[src/rtl/nic_rx_reader.sv]
`default_nettype none
// nic_rx_reader: polls a NIC input-status register, reads each arriving packet and
// offers it to a local consumer over valid/ready, keeping rx and sequence-error counters.
module nic_rx_reader #(
  parameter int PACKET_WIDTH = 64,
  parameter int POLL_GAP     = 4,
  parameter int COUNT_WIDTH  = 16
) (
  input  logic                    clk,
  input  logic                    reset,
  output logic [1:0]              addr,
  input  logic [PACKET_WIDTH-1:0] d_out,
  output logic [PACKET_WIDTH-1:0] d_in,
  output logic                    nicEn,
  output logic                    nicEnWR,
  output logic                    rx_valid,
  input  logic                    rx_ready,
  output logic [PACKET_WIDTH-1:0] rx_packet,
  output logic [COUNT_WIDTH-1:0]  rx_count,
  output logic [COUNT_WIDTH-1:0]  err_count,
  output logic                    busy
);

  localparam int               GAP_W      = (POLL_GAP < 1) ? 1 : $clog2(POLL_GAP + 1);
  localparam logic [GAP_W-1:0] GAP_RELOAD = GAP_W'(POLL_GAP);
  localparam logic [1:0]       ADDR_BUF   = 2'b00;
  localparam logic [1:0]       ADDR_STAT  = 2'b01;

  typedef enum logic [2:0] {
    S_IDLE = 3'd0,
    S_POLL = 3'd1,
    S_STAT = 3'd2,
    S_READ = 3'd3,
    S_CAPT = 3'd4,
    S_HOLD = 3'd5
  } state_t;

  state_t                  state_q;
  logic [GAP_W-1:0]        gap_q;
  logic [31:0]             seq_q;
  logic [31:0]             seq_d;
  logic                    nicEn_q;
  logic [1:0]              addr_q;
  logic                    rx_valid_q;
  logic                    busy_q;
  logic [PACKET_WIDTH-1:0] rx_packet_q;
  logic [COUNT_WIDTH-1:0]  rx_count_q;
  logic [COUNT_WIDTH-1:0]  err_count_q;
  logic [COUNT_WIDTH-1:0]  err_count_d;

  // After any capture, matched or not, the sequence resyncs to the received value + 1.
  always_comb begin
    seq_d       = d_out[31:0] + 32'd1;
    err_count_d = err_count_q;
    if ((d_out[31:0] != seq_q) && (err_count_q != {COUNT_WIDTH{1'b1}})) begin
      err_count_d = err_count_q + COUNT_WIDTH'(1);
    end
  end

  always_ff @(posedge clk or negedge reset) begin
    if (!reset) begin
      state_q     <= S_IDLE;
      gap_q       <= '0;
      seq_q       <= '0;
      nicEn_q     <= 1'b0;
      addr_q      <= ADDR_STAT;
      rx_valid_q  <= 1'b0;
      busy_q      <= 1'b0;
      rx_packet_q <= '0;
      rx_count_q  <= '0;
      err_count_q <= '0;
    end else begin
      case (state_q)
        S_IDLE: begin
          if (gap_q <= GAP_W'(1)) begin
            gap_q   <= '0;
            state_q <= S_POLL;
            nicEn_q <= 1'b1;
            addr_q  <= ADDR_STAT;
            busy_q  <= 1'b1;
          end else begin
            gap_q <= gap_q - GAP_W'(1);
          end
        end
        S_POLL: begin
          state_q <= S_STAT;
          nicEn_q <= 1'b0;
          addr_q  <= ADDR_STAT;
        end
        S_STAT: begin
          if (d_out[0]) begin
            state_q <= S_READ;
            nicEn_q <= 1'b1;
            addr_q  <= ADDR_BUF;
          end else if (POLL_GAP == 0) begin
            state_q <= S_POLL;
            nicEn_q <= 1'b1;
            addr_q  <= ADDR_STAT;
          end else begin
            state_q <= S_IDLE;
            gap_q   <= GAP_RELOAD;
            busy_q  <= 1'b0;
          end
        end
        S_READ: begin
          state_q <= S_CAPT;
          nicEn_q <= 1'b0;
          addr_q  <= ADDR_STAT;
        end
        S_CAPT: begin
          rx_packet_q <= d_out;
          err_count_q <= err_count_d;
          seq_q       <= seq_d;
          rx_valid_q  <= 1'b1;
          state_q     <= S_HOLD;
        end
        S_HOLD: begin
          // No bus access here: the NIC buffer stays full and the network stalls.
          if (rx_ready) begin
            rx_valid_q <= 1'b0;
            rx_count_q <= rx_count_q + COUNT_WIDTH'(1);
            state_q    <= S_POLL;
            nicEn_q    <= 1'b1;
            addr_q     <= ADDR_STAT;
          end
        end
        default: begin
          state_q    <= S_IDLE;
          gap_q      <= '0;
          nicEn_q    <= 1'b0;
          addr_q     <= ADDR_STAT;
          rx_valid_q <= 1'b0;
          busy_q     <= 1'b0;
        end
      endcase
    end
  end

  assign addr      = addr_q;
  assign d_in      = '0;
  assign nicEn     = nicEn_q;
  assign nicEnWR   = 1'b0;
  assign rx_valid  = rx_valid_q;
  assign rx_packet = rx_packet_q;
  assign rx_count  = rx_count_q;
  assign err_count = err_count_q;
  assign busy      = busy_q;

endmodule
`default_nettype wire

[config.mk]
export PLATFORM = sky130hd
export DESIGN_NAME = nic_rx_reader
export DESIGN_NICKNAME = d
export VERILOG_FILES = /design/src/rtl/nic_rx_reader.sv
export SDC_FILE = /design/constraint.sdc
export NUM_CORES = 1
export LEC_CHECK = 0
export CORE_MARGIN = 2
export CORE_UTILIZATION = 42
export DETAILED_ROUTE_END_ITERATION = 12
export PLACE_DENSITY = 0.8
export SYNTH_ARGS = -nofsm -noshare
export SYNTH_HDL_FRONTEND = slang
export SYNTH_SLANG_ARGS = --single-unit
[constraint.sdc]
create_clock -name clk -period 2.2 [get_ports clk]
set_clock_uncertainty 0.1 [all_clocks]
set_input_delay 0.22 -clock clk [delete_from_list [all_inputs] [get_ports clk]]
set_output_delay 0.22 -clock clk [all_outputs]
set_load 0.01 [all_outputs]
==> results.cfg <==
[cells_and_area]
design_area_sq_um = 9640
final_util = 0.602
drive_above_1_share = 0.199
insertedDiodeCount = 0
syn_to_final_growth_pct = 39.6
final_nets = 914
fillers = 1363

[detailed_routing]
detail_route.wl_per_cell_um = 14.4
dr.pass1.iters = 4
ant_nets = 0
drt_iter0_markers = 208
routed_wl_mm = 15.4
vias = 5059
routed_via_density = 4.72
drc = 0

[floorplan]
die-width_um = 132
core_region_area_sq_um = 16000
ioPinCount = 233
fp-row-count = 46
die_h_um = 132
die_area_sq_um = 17500
initial_core_util = 0.431

[power]
max-vdd-ir-drop_mv = 0.722
leakagePower_nw = 4.05
power.density_nw_per_um2 = 1220

[outcome]
status = complete, no violations

[place]
port_buffers = 166
hpwlAfterDp_mm = 11.5
gp_congestion = 0.792
dpl-instance-area_sq_um = 8960

[global_route]
use_met1 = 0.230
antenna_found_initial = 0
grt_pass1_vias = 5020
grt.met2_usage = 0.295
busiest_layer = met2
globalRouteOverflowTotal = 0
grt_max_degree = 80
grtUsageMet3 = 0.0534
grtUsageTotal = 0.181
grt_pass1_wl_mm = 25.2

[cts]
root_buffer = clkbuf_16
post_cts_resized = 0
insertion_delay_ns = 0.42
cts_tree = done
numCtsBuffers = 17
clock_path_buffers = 2
htree_num_levels = 4
clk_pin_slew_ns = 0.06
cts_sinks = 138
cts_setup_buffers = 0

[critical_path]
cp.required_ns = 2.44
endpoint_kind = flip-flop
r2r_cells = 6
cp_max_fo = 4
start_kind = input port
arrival_ns = 2.31
worst-setup-path-type = in2reg

[timing]
final-setup-viol-count = 0
clock.fmax_mhz = 483
min_period_ns = 2.07
tightest_slew_ns = 0.503
tns_ns = 0
maxSlewViolCount = 0
relSlewSlack = 0.665
rsz0062_at_grt = false
hold_slack_ns = 0.221
fin_crit_sh = 0.941
hold_viol = 0

[logic_synthesis]
yosys.area.top_type = dfrtp_1
synth.area.top_cells = dfrtp_1, mux2_2, xnor2_1
synth_top_area_share = 0.497
syn_inst = 625
synth_warnings = 0
synth_cell_type_count = 45
syn_area_sq_um = 6900
avgSynthCellArea_sq_um = 11.0
ys_seq_area_frac = 0.501
synth-seq-cells = 138

[run]
cap_violations = 0

[hold_path]
hold_class = in2async
## metrics by stage
stage | instances | worst slack [ns] | total power, W
floorplan | 690 | 0.113 | 0.00643
global placement | 1038 | -0.243 | 0.00845
detailed placement | 1038 | -0.302 | 0.00859
CTS | 1071 | 0.149 | 0.0119
global route | 1071 | 0.0215 | 0.0124
finish | 1071 | 0.131 | 0.0117
## layout make-up
| cell class | instances | area, sq um | share of cell area |
|---|---|---|---|
| sequential | 138 | 3450 | 0.358 |
| multi-input combinational | 446 | 3020 | 0.314 |
| timing repair buffer | 227 | 2170 | 0.225 |
| clock buffer | 22 | 484 | 0.0502 |
| tap | 216 | 270 | 0.0280 |
| clock inverter | 10 | 188 | 0.0195 |
| inverter | 12 | 45.0 | 0.00467 |
## path summary, 6_finish.rpt
check | from | end | slack [ns]
min in group clk | d_out[47] | rx_packet[47] | 0.31
setup reg to reg | err_count[4] | err_count[1] | 0.14
setup / recovery | d_out[1] | seq_q[16] | 0.13
hold reg to reg | rx_count[15] | rx_count[15] | 0.39
hold / removal | reset | rx_packet[9] | 0.22
max in group asynchronous | reset | rx_packet[26] | 1.15
## report_power, final
part,internal [W],total [W],switching [W]
registers,0.00356,0.00416,0.000604
clock network,0.00213,0.00321,0.00107
logic,0.00254,0.00434,0.00180
## cells in the mapped netlist (all sizes together)
| master | instances |
|---|---|
| and4 | 4 |
| dfstp | 1 |
| nand3b | 2 |
| conb | 1 |
| dfrtp | 137 |
| nand4b | 1 |
| and3 | 8 |
| xnor2 | 71 |
| xor2 | 21 |
| o2bb2ai | 1 |
| a2bb2oi | 1 |
| o22a | 1 |
| nor2 | 45 |
| o21ai | 7 |
| nand4 | 20 |
| nand2 | 28 |
| o21bai | 3 |
| nor4 | 5 |
| nand3 | 27 |
| clkbuf | 20 |
| or2 | 3 |
| a31oi | 1 |
| mux2 | 68 |
| o21a | 1 |
| nor2b | 1 |
| o31ai | 1 |
| buf | 74 |
| nor3 | 11 |
| ha | 5 |
| inv | 12 |
| a21o | 1 |
| or4b | 1 |
| and4b | 1 |
| or4 | 1 |
| nor3b | 1 |
| a221oi | 1 |
| a21oi | 36 |
| nand2b | 2 |
## critical path: stages
cell and delay (ns):
clkdlybuf4s50_1 0.53, ha_1 0.24, nand3_1 0.12, or4_4 0.43
buf_4 0.15, nor2_1 0.19, nand4_1 0.14, xor2_1 0.15
a21oi_1 0.13
## state kept, by name, summed over array words and instances, names as in the netlist
name,count
addr,1
busy,1
err_count,16
gap_q,3
nicEn,1
rx_count,16
rx_packet,64
rx_valid,1
seq_q,32
state_q,3
## per-layer routing
metal | vias to the layer above | routed length (um)
met4 | 0 | 267
li1 | 2435 | -
met2 | 169 | 7600
met5 | - | 0
met3 | 21 | 889
met1 | 2434 | 6630
## placed cells by master, fill, tap and decap left out, drive strengths merged, types with 2 or more instances in the layout
master | netlist | final
bufinv | 0 | 5
nand2 | 28 | 28
and4 | 4 | 4
nand3 | 27 | 27
conb | 1 | 66
clkdlybuf4s50 | 0 | 165
o21ai | 7 | 7
and3 | 8 | 8
inv | 12 | 12
buf | 74 | 61
nor4 | 5 | 5
clkinv | 0 | 3
nand3b | 2 | 2
xnor2 | 71 | 71
clkinvlp | 0 | 2
o21bai | 3 | 3
nor3 | 11 | 11
nor2 | 45 | 45
clkbuf | 20 | 22
nand2b | 2 | 2
xor2 | 21 | 21
mux2 | 68 | 68
ha | 5 | 5
dfrtp | 137 | 137
or2 | 3 | 3
a21oi | 36 | 36
nand4 | 20 | 20
## cells by family after synthesis
group / after synthesis / synth area share
multiplexers: 68 / 0.111
buffers and inverters: 106 / 0.0975
other: 1 / 0.000543
flip-flops: 138 / 0.501
XOR/XNOR: 92 / 0.117
adder cells (fa/ha/maj): 5 / 0.00906
AND/OR/NAND/NOR: 161 / 0.120
AO/OA/AOI/OAI: 54 / 0.0442
## what timing repair did
| item | in CTS | in global routing |
|---|---|---|
| endpoints found under the setup margin | 0 | 0 |
| endpoints found under the hold margin | 49 | 0 |
| hold buffers | 1 | 0 |
No activity file was read; power rests on OpenSTA's default activity.
